`src/rtl/ps2_pkg.sv`:
```
// Shared PS/2 receiver types and scan-code constants for the keyboard and display stages.
package ps2_pkg;
  typedef enum logic [1:0] {IDLE, DATA, PARITY, STOP} ps2_state_e;

  localparam logic [7:0] SC_BREAK = 8'hF0;
  localparam logic [7:0] SC_F     = 8'h2B;
  localparam logic [7:0] SC_SPACE = 8'h29;

  function automatic logic odd_ok(input logic [7:0] d, input logic p);
    return ^{d, p};
  endfunction
endpackage

```
`src/rtl/ps2_filter.sv`:
```
// Two-flop synchroniser plus FILTER-sample debounce of a raw PS/2 clock line.
// Emits a single-cycle pulse on the cycle the filtered level flips 1->0.
module ps2_filter #(
  parameter int FILTER = 8
) (
  input  logic clk,
  input  logic reset,
  input  logic i_raw,
  output logic o_fall
);
  localparam int FW = (FILTER > 1) ? $clog2(FILTER) : 1;

  logic          r_s1, r_s2, r_level;
  logic [FW-1:0] r_cnt;
  logic          w_done;

  // Flip on the FILTER-th consecutive sample that disagrees with the level.
  assign w_done = (r_s2 != r_level) && (r_cnt == FW'(FILTER - 1));
  assign o_fall = w_done && r_level;

  always_ff @(posedge clk or posedge reset) begin
    if (reset) begin
      r_s1    <= 1'b1;
      r_s2    <= 1'b1;
      r_level <= 1'b1;
      r_cnt   <= '0;
    end else begin
      r_s1 <= i_raw;
      r_s2 <= r_s1;
      if (r_s2 == r_level) begin
        r_cnt <= '0;
      end else if (w_done) begin
        r_level <= r_s2;
        r_cnt   <= '0;
      end else begin
        r_cnt <= r_cnt + 1'b1;
      end
    end
  end
endmodule

```
`src/rtl/ps2_key_rx.sv`:
```
// PS/2 keyboard receiver: deserialises 11-bit frames into a two-byte scan-code history.
// Define PS2_PARITY_CHECK_EN to enforce odd parity; otherwise the parity bit is ignored.
module ps2_key_rx
  import ps2_pkg::*;
#(
  parameter int FILTER  = 8,
  parameter int TIMEOUT = 50000
) (
  input  logic        clk,
  input  logic        reset,
  input  logic        ps2_clk,
  input  logic        ps2_data,
  output logic [15:0] key,
  output logic        key_valid,
  output logic        frame_err
);
  localparam int TW = (TIMEOUT > 2) ? $clog2(TIMEOUT) : 1;
`ifdef PS2_PARITY_CHECK_EN
  localparam logic PAR_EN = 1'b1;
`else
  localparam logic PAR_EN = 1'b0;
`endif

  ps2_state_e    r_state;
  logic [2:0]    r_bitcnt;
  logic [7:0]    r_shift;
  logic          r_parity;
  logic [TW-1:0] r_idle;
  logic [15:0]   r_key;
  logic          r_key_valid, r_frame_err;
  logic          r_data_s1, r_data_s2;
  logic          w_fall, w_good;

  ps2_filter #(.FILTER(FILTER)) u_clk_filt (
    .clk    (clk),
    .reset  (reset),
    .i_raw  (ps2_clk),
    .o_fall (w_fall)
  );

  // Data shares the clock's synchroniser depth, so it is aligned with w_fall.
  always_ff @(posedge clk or posedge reset) begin
    if (reset) begin
      r_data_s1 <= 1'b1;
      r_data_s2 <= 1'b1;
    end else begin
      r_data_s1 <= ps2_data;
      r_data_s2 <= r_data_s1;
    end
  end

  assign w_good = r_data_s2 & (~PAR_EN | odd_ok(r_shift, r_parity));

  always_ff @(posedge clk or posedge reset) begin
    if (reset) begin
      r_state     <= IDLE;
      r_bitcnt    <= '0;
      r_shift     <= '0;
      r_parity    <= 1'b0;
      r_idle      <= '0;
      r_key       <= '0;
      r_key_valid <= 1'b0;
      r_frame_err <= 1'b0;
    end else begin
      r_key_valid <= 1'b0;
      r_frame_err <= 1'b0;
      if (w_fall) begin
        r_idle <= '0;
        case (r_state)
          IDLE: if (!r_data_s2) begin
            r_state  <= DATA;
            r_bitcnt <= '0;
          end
          DATA: begin
            r_shift  <= {r_data_s2, r_shift[7:1]};
            r_bitcnt <= r_bitcnt + 1'b1;
            if (r_bitcnt == 3'd7) r_state <= PARITY;
          end
          PARITY: begin
            r_parity <= r_data_s2;
            r_state  <= STOP;
          end
          STOP: begin
            r_state <= IDLE;
            if (w_good) begin
              r_key       <= {r_key[7:0], r_shift};
              r_key_valid <= 1'b1;
            end else begin
              r_frame_err <= 1'b1;
            end
          end
          default: r_state <= IDLE;
        endcase
      end else if (r_state != IDLE) begin
        // A fall always wins over an expiring timeout (handled above).
        if (r_idle == TW'(TIMEOUT - 1)) begin
          r_state     <= IDLE;
          r_idle      <= '0;
          r_frame_err <= 1'b1;
        end else begin
          r_idle <= r_idle + 1'b1;
        end
      end else begin
        r_idle <= '0;
      end
    end
  end

  assign key       = r_key;
  assign key_valid = r_key_valid;
  assign frame_err = r_frame_err;
endmodule

```
`config.mk`:
```
export PLATFORM = sky130hd
export DESIGN_NAME = ps2_key_rx
export DESIGN_NICKNAME = d
export VERILOG_FILES = /design/src/rtl/ps2_pkg.sv /design/src/rtl/ps2_filter.sv /design/src/rtl/ps2_key_rx.sv
export SDC_FILE = /design/constraint.sdc
export NUM_CORES = 1
export LEC_CHECK = 0
export ABC_AREA = 1
export CORE_UTILIZATION = 51
export DETAILED_ROUTE_END_ITERATION = 6
export GPL_TIMING_DRIVEN = 0
export MAX_ROUTING_LAYER = met4
export PLACE_DENSITY_LB_ADDON = 0.25
export SETUP_SLACK_MARGIN = 0.05
export SLEW_MARGIN = 20
export SYNTH_ARGS = -nofsm -noshare
export SYNTH_HDL_FRONTEND = slang
export SYNTH_SLANG_ARGS = --single-unit
```
`constraint.sdc`:
```
create_clock -name clk -period 1.8 [get_ports clk]
set_input_delay 0.36 -clock clk [delete_from_list [all_inputs] [get_ports clk]]
set_output_delay 0.36 -clock clk [all_outputs]
set_load 0.1 [all_outputs]
```
[Word-level counts from Yosys, hierarchy flattened]
Cells that the tools add are included.
Word-level totals
  register bits after elaboration: 55
  input bits: 4
  output and inout bits: 18
  logic and storage cells: 61
Operators by class
  $add $sub $neg: 3
  eq/ne operators: 11
  muxes and demuxes: 21
  bitwise logic cells: 1
  reductions and logical operators: 12
Operator list (number)
  $mux 16: 3
  $add 16x1->16 const B: 1
  $eq 16x16->1 const B: 1
  $mux 2: 5
  $mux 3: 3
  $mux 1: 8
  $pmux 2 s4: 1
  $reduce_bool 2->1: 4
  $add 3x1->3 const B: 2
  $eq 3x3->1 const B: 2
  $ne 3x3->1 const B: 2
  $pmux 3 s2: 1
  $reduce_and 3->1: 2
  $eq 2x2->1 const B: 2
  $reduce_and 2->1: 2
  $reduce_and 4->1: 1
  $eq 2x1->1 const B: 1
  $logic_and 1x1->1: 2
  $logic_not 2->1: 1
  $ne 2x2->1 const B: 1
  $eq 1x1->1: 1
  $ne 1x1->1: 1
  $not 1->1: 1

[Depth between registers and ports, before layout]
Gate-level depths: netlist of the first run.
  depth in word-level cells: 5
  mapped depth: 9
  depth with buffers taken out: 9

[Hierarchy]
From an unflattened synthesis of the first run, not the netlist that was laid out.
Unflattened totals
  cells, all modules: 285
  area total of the unflattened synthesis: 2532.4 um^2
Modules (own cells, without submodules)
  ps2_key_rx: times used 1, cells an instance 261, area each 2283.4 um^2, seq. area each 1228.7 um^2
  ps2_filter: times used 1, cells an instance 24, area each 249.0 um^2, seq. area each 153.9 um^2

[Least setup slack after synthesis of the first run]
OpenSTA, ideal clock, no wires.
  path kind: flip-flop to flip-flop
  from: register u_clk_filt.r_cnt[0]
  to: register r_state[0]
  library setup time: 0.116 ns
  arrival: 1.319 ns
  required time: 1.684 ns
  path slack: 0.364 ns
  cell stages (with the launch flop): 10
  buffers on the path: 1
  period minus slack after synthesis: 1.436 ns
  cells stage by stage: dfrtp_1 > ha_1 > ha_1 > nand3_2 > buf_6 > nor2_8 > o21ai_2 > nand2_1 > nand2_1 > nand2_1
Between the ends
  cells in the longest elaborated chain, start to end: 5
  elaborated cells on any way between the ends: 9
  those cells by class: 3 x eq/ne; 1 x mux; 5 x reduce/logical
Ends and longest elaborated chain
  start: declaration: line ps2_filter.sv:14  | logic [FW-1:0] r_cnt;
  start signal: assignment: line ps2_filter.sv:36  | r_cnt <= r_cnt + 1'b1;
  $eq 3x3->1 *: line ps2_filter.sv:18  | assign w_done = (r_s2 != r_level) && (r_cnt == FW'(FILTER - 1));
  $logic_and 1x1->1 *: line ps2_filter.sv:18
  $logic_and 1x1->1 *: line ps2_filter.sv:19  | assign o_fall = w_done && r_level;
  $ne 3x3->1 (no line) or $reduce_bool 2->1 (tied branches)
  $reduce_and 4->1 (no line)
  end signal: assignment: line ps2_key_rx.sv:56  | r_state <= IDLE;
  end signal: assignment: line ps2_key_rx.sv:71  | r_state <= DATA;
  end signal: assignment: line ps2_key_rx.sv:77  | if (r_bitcnt == 3'd7) r_state <= PARITY;
  end: declaration: line ps2_key_rx.sv:24  | ps2_state_e r_state;
Every way passes the cells marked *; elsewhere a longest branch is shown, timed or not.
A chain may end at the register's enable or synchronous reset.

[Worst setup path in the final report of the first run]
  from: register r_key[2], in the netlist key[2]
  to: output port key[2]
RTL lines
  start: declaration: line ps2_key_rx.sv:29  | logic [15:0] r_key;
  start signal: assignment: line ps2_key_rx.sv:86  | r_key <= {r_key[7:0], r_shift};
  end: declaration: line ps2_key_rx.sv:13  | output logic [15:0] key,
No word-level cell between the ends.

==> results of run 1 <==
-- kinds of logic (layout without fill, tap and decap cells) --
| family | count (synthesis) | in the layout | share of synthesized area |
|---|---|---|---|
| fa+ha+maj | 10 | 10 | 0.0489 |
| flops | 55 | 55 | 0.540 |
| xor+xnor | 4 | 4 | 0.0137 |
| buf+inv | 39 | 68 | 0.0650 |
| compound gates | 30 | 30 | 0.0635 |
| simple gates | 151 | 151 | 0.269 |
-- area by class of cell --
| type | instances | area share |
|---|---|---|
| Sequential cell | 55 | 0.462 |
| Clock inverter | 3 | 0.0146 |
| Buffer | 4 | 0.0100 |
| Timing Repair Buffer | 21 | 0.0778 |
| Multi-Input combinational cell | 195 | 0.338 |
| Inverter | 35 | 0.0464 |
| Clock buffer | 5 | 0.0230 |
| Tap cell | 67 | 0.0280 |
-- synth_stat cells --
master	instances
nand3_1	16
buf_4	2
xor2_1	3
nand4_1	2
o21bai_1	2
a21oi_2	1
inv_2	3
nor3_1	2
nor2_4	5
o21ai_0	17
a21oi_1	8
xnor2_1	1
nand2_2	6
nor2_2	3
nand3_2	3
o21ai_2	1
dfrtp_1	50
ha_1	10
nor2_1	38
nor2_8	1
clkbuf_1	1
inv_6	1
inv_1	31
dfstp_2	5
o21ai_1	1
buf_6	1
nand2_1	75
-- worst min path at each step --
| stage | start | to | slack, ns |
|---|---|---|---|
| floorplan | r_data_s1 | r_data_s2 | 0.35 |
| global placement | r_data_s1 | r_data_s2 | 0.35 |
| detailed placement | r_data_s1 | r_data_s2 | 0.35 |
| CTS | r_data_s1 | r_data_s2 | 0.36 |
| global route | r_data_s1 | r_data_s2 | 0.36 |
| finish | r_data_s1 | r_data_s2 | 0.36 |
-- per-stage QoR --
step,util,worst slack [ns],TNS [ns]
5_1_grt,0.625,0.0958,0
3_3_place_gp,0.597,-0.879,-46.11
3_5_place_dp,0.597,-0.0767,-0.418
6_report,0.625,0.160,0
2_1_floorplan,-,0.105,0
4_1_cts,0.625,0.152,0
-- cell usage in the layout, fill, tap and decap left out, types with 6 or more instances in the layout --
master and n:
dfrtp_1 50, nand2_1 75, nand2_2 6, nand3_1 16, a21oi_1 8, o21ai_0 17
clkdlybuf4s15_2 18, ha_1 10, inv_1 30, nor2_1 38
-- report_power, final --
group | leakage, nW | total [mW] | internal [mW] | switching, mW
Combinational | 0.605 | 0.0940 | 0.0324 | 0.0616
Clock | 0.0581 | 0.799 | 0.414 | 0.384
Sequential | 0.749 | 1.30 | 1.28 | 0.0177
Total | 1.41 | 2.19 | 1.73 | 0.464
-- state kept, by name, indices dropped and copies added (netlist names) --
name,cells
key,16
r_idle,16
r_shift,8
r_bitcnt,3
u_clk_filt.r_cnt,3
r_state,2
frame_err,1
key_valid,1
r_data_s1,1
r_data_s2,1
u_clk_filt.r_level,1
u_clk_filt.r_s1,1
u_clk_filt.r_s2,1
-- per-layer routing --
metal	wire length (um)	part of all wire
met1	2080	0.49
met2	1960	0.47
met3	123	0.029
met4	39	0.0093
met5	0	0
==> results.cfg, run 1 <==
[placed_design]
io_buffer_count = 21
place_hpwl_um = 3020
gp_congestion = 0.853
place_inst = 377
place_area_um2 = 2860

[layout]
layout.nets = 331
seqCellArea_um2 = 1380
drive_gt1_frac = 0.186
fin_area_um2 = 2990
area_growth_pct = 16.9
layout.cells.non_filler = 385
n_fill_cell = 419
num_antenna_cells = 0
multiInputGateArea_um2 = 1010

[sta]
holdWs_ns = 0.359
hold_viol = 0
tightest_slew_ns = 0.652
drv_slew = 0
finalSetupViolations = 0
fmax_ghz = 0.610
layout_min_cycle_time_ns = 1.64
skew_ns = 0.0101
fin_crit_sh = 0.911
max_slew_margin = 0.565
rsz0062_at_grt = false

[worst_setup_path]
crit_path_start = key[2]
cp-end-kind = output port
crit_type = register to output port
crit_arrival_ns = 1.28
start_kind = register
crit_end = key[2]
cp_cell_sequence = clkdlybuf4s15_2
path_depth = 1
crit_path_max_incr_delay_ns = 0.58
rrSetupSlack_ns = 0.19
reg2reg_depth = 7
cp_num_buf_inv = 1
worstPathRequired_ns = 1.44
worstReg2RegStart = u_clk_filt.r_cnt[0]
crit_family = buffers and inverters
slowest_stage = clkdlybuf4s15_2
rr_endpoint = r_idle[2]
path_max_fanout = 3

[power_and_ir_drop]
peakVddDrop_uv = 609
power_mw = 2.19
leakagePower_nw = 1.41
power.density_nw_per_um2 = 732

[detailed_routing]
viasPerCell = 4.80
drtIter0Drc = 106
vias = 1847
wl_per_cell_um = 10.9
firstDrtPassIters = 4
final_antenna_net_count = 0
drc_errors = 0
wl_um = 4200

[synthesis]
yosys-top-cells-area = dfrtp_1 (49%), nand2_1 (11%), nor2_1 (5.6%), dfstp_2 (5.1%), ha_1 (4.9%)
synth_top_cell_area_share = 0.489
ys_seq_elements = 55
yosysWarnings = 0
synth.avg_cell_area_um2 = 8.86
synth_cell_types = 27
syn_inst = 289
synth.net_count = 303
ys_seq_area_frac = 0.540
netlist.top_cell.by_area = dfrtp_1
netlist_area_um2 = 2560

[min_path]
holdPathStages = 0
worstHoldPathType = register to register

[cts]
cts-buffers-inserted = 5
htree_levels = 2
clock_path_buffers = 2
cts_tree = yes
ctsHoldBuffers = 0
clk_pin_slew_ns = 0.10
ctsResizeCount = 54
post_cts_buffers = 0
worst_skew_pair.late_latency_ns = 0.30
clock_sinks = 55
root_buffer = clkbuf_8

[die]
io_pins = 22
coreArea_um2 = 4790
die_w_um = 72.9
rows = 25
initial_core_util = 0.535
design.die.area_um2 = 5310
die_h_um = 72.9

[global_routing]
grt_pass1_vias = 1688
grt_use_met2 = 0.285
overflow = 0
grt_first_pass_wirelength_um = 7380
gr-usage-met3 = 0.0414
grt_max_degree = 56
antenna_found_initial = 0
top_usage_layer = met2
grt_usage = 0.185
met1_usage = 0.251

[status]
status = complete, no violations

[run]
drv_cap = 0
No activity file was read; power rests on OpenSTA's default activity.
==> run 2: changes to the inputs <==
PLACE_DENSITY = 0.83   (was unset)
PLACE_DENSITY_LB_ADDON = unset   (was 0.25)
clock period = 1.37 ns   (was 1.8 ns; I/O delays follow)
==> run 2 against run 1 <==
Against the previous run:
- total power is 25% higher
- setup slack worse by 0.23 ns
- critical endpoint is now r_shift[7]
- register-to-register slack worse by 0.26 ns
- combinational power is 85% higher
- clock power is 7.3% higher
- wire length is 17% higher
- final area is 7.5% higher
- utilization is 4.7 points higher
- first-iteration DRC count is 3.8% higher
- the run now ends with negative setup slack left
==> results.cfg, run 2 (synthesized netlist as in run 1, its figures left out) <==
[detailed_routing]
firstDrtPassIters = 4
vias = 1985
wl_um = 4910
drtIter0Drc = 110
final_antenna_net_count = 0
wl_per_cell_um = 12.4
viasPerCell = 5.01
drc_errors = 0

[worst_setup_path]
worstPathRequired_ns = 1.59
start_kind = register
crit_type = register to register
crit_path_start = u_clk_filt.r_cnt[0]
cp-end-kind = register
crit_arrival_ns = 1.65
worstReg2RegStart = u_clk_filt.r_cnt[0]
path_max_fanout = 9

[cts]
clock_sinks = 55
clk_pin_slew_ns = 0.09
root_buffer = clkbuf_8
ctsHoldBuffers = 0
htree_levels = 2
cts_tree = yes
worst_skew_pair.late_latency_ns = 0.31
cts-buffers-inserted = 5
clock_path_buffers = 2

[sta]
fin_crit_sh = 1.05
rsz0062_at_grt = true
fin_setup_tns_ns = -0.783
layout_min_cycle_time_ns = 1.44
skew_ns = 0.00599
max_slew_margin = 0.686
drv_slew = 0
setup_slack_ns = -0.0652
tightest_slew_ns = 0.470
fmax_ghz = 0.697
finalSetupViolations = 27
hold_viol = 0

[layout]
final_util = 0.672
area_growth_pct = 25.6
layout_common_cells = nand2_1 (66), dfrtp_1 (50), nor2_1 (35)
final_common_cell = nand2_1
layout.nets = 342
num_antenna_cells = 0
drive_gt1_frac = 0.295
layout.cells.non_filler = 396

[global_routing]
grt_max_degree = 36
grt_first_pass_wirelength_um = 7730
grt_usage = 0.193
overflow = 0
antenna_found_initial = 0
grt_pass1_vias = 1802

[power_and_ir_drop]
power.density_nw_per_um2 = 854
p_int_mw = 2.12
leakagePower_nw = 1.54
peakVddDrop_uv = 494
power_frac_clock = 0.312
p_sw_frac = 0.228
p_comb_frac = 0.063
switchingPower_uw = 625
p_seq_frac = 0.625

[die]
initial_core_util = 0.535
die_h_um = 72.9
io_pins = 22
die_w_um = 72.9
rows = 25
coreArea_um2 = 4790
design.die.area_um2 = 5310

[run]
drv_cap = 0

[placed_design]
place_inst = 378
io_buffer_count = 21
place_hpwl_um = 3030
gp_congestion = 0.813

[min_path]
worstHoldPathType = input port to asynchronous set/reset pin

[status]
status = finished with violations
violations = negative setup slack
-- run 2: cell count changes in the layout (fill, tap and decap cells not counted), sizes merged --
cell,previous run,this run
buf,3,31
clkinvlp,0,2
clkdlybuf4s15,18,0
bufinv,1,0
inv,35,33
clkbuf,6,8
-- run 2: layout make-up --
cell class              count  area (um2)
clock inverters             2        12.5
clock buffers               6        72.6
multi-input cells         195        1180
fillers                   376        1570
inverters                  35         148
well taps                  67        83.8
flip-flops and latches     55        1380
repair buffers             32         285
plain buffers               4        50.0
-- run 2: path summary, 6_finish.rpt --
kind	to	slack, ns	cells after the start
hold reg to reg	r_data_s2	0.36	0
setup reg to reg	r_shift[7]	-0.07	8
setup / recovery	r_shift[7]	-0.07	8
hold / removal	r_idle[12]	0.32	2
min in group clk	r_data_s2	0.36	0
max in group asynchronous	u_clk_filt.r_level	0.47	3
-- run 2: routing by layer --
| layer | GRT usage | vias to the layer above | share of wire |
|---|---|---|---|
| li1 | - | 975 | - |
| met1 | 0.236 | 976 | 0.45 |
| met2 | 0.331 | 23 | 0.52 |
| met3 | 0.0331 | 11 | 0.018 |
| met4 | 0.0523 | 0 | 0.017 |
| met5 | - | - | 0 |
-- run 2: critical path, cell delays in order, from the launching register on --
cell	delay, ns
dfrtp_1	0.40
ha_2	0.20
ha_4	0.17
nand3_4	0.10
buf_12	0.15
clkinv_8	0.07
nand2_8	0.08
nand2_1	0.06
o21ai_0	0.10
-- run 2: power groups by stage --
stage                     Combinational (mW)  Sequential (mW)  Clock (mW)
after detailed placement               0.145             1.75           0
final                                  0.174             1.72       0.857
after CTS                              0.163             1.71       0.884
after global routing                   0.200             1.72       0.948
after global placement                 0.130             1.74           0
after floorplan                        0.105             1.74           0
-- run 2: stage by stage --
| step | area (um2) | setup WS, ns | power (mW) | hold WS (ns) |
|---|---|---|---|---|
| finish | 3220 | -0.0652 | 2.75 | 0.325 |
| global route | 3220 | -0.133 | 2.87 | 0.354 |
| CTS | 3060 | -0.0385 | 2.76 | 0.340 |
| global placement | 2890 | -0.380 | 1.87 | 0.346 |
| detailed placement | 2910 | -0.383 | 1.89 | 0.347 |
| floorplan | 2590 | 0.0493 | 1.85 | 0.278 |
-- run 2: repair_timing --
action                     in CTS  in global routing
pin swaps                       2                  3
gates cloned                    1                  1
setup buffers                   4                  4
gates resized for setup       138                 27
setup endpoints to repair      64                 46
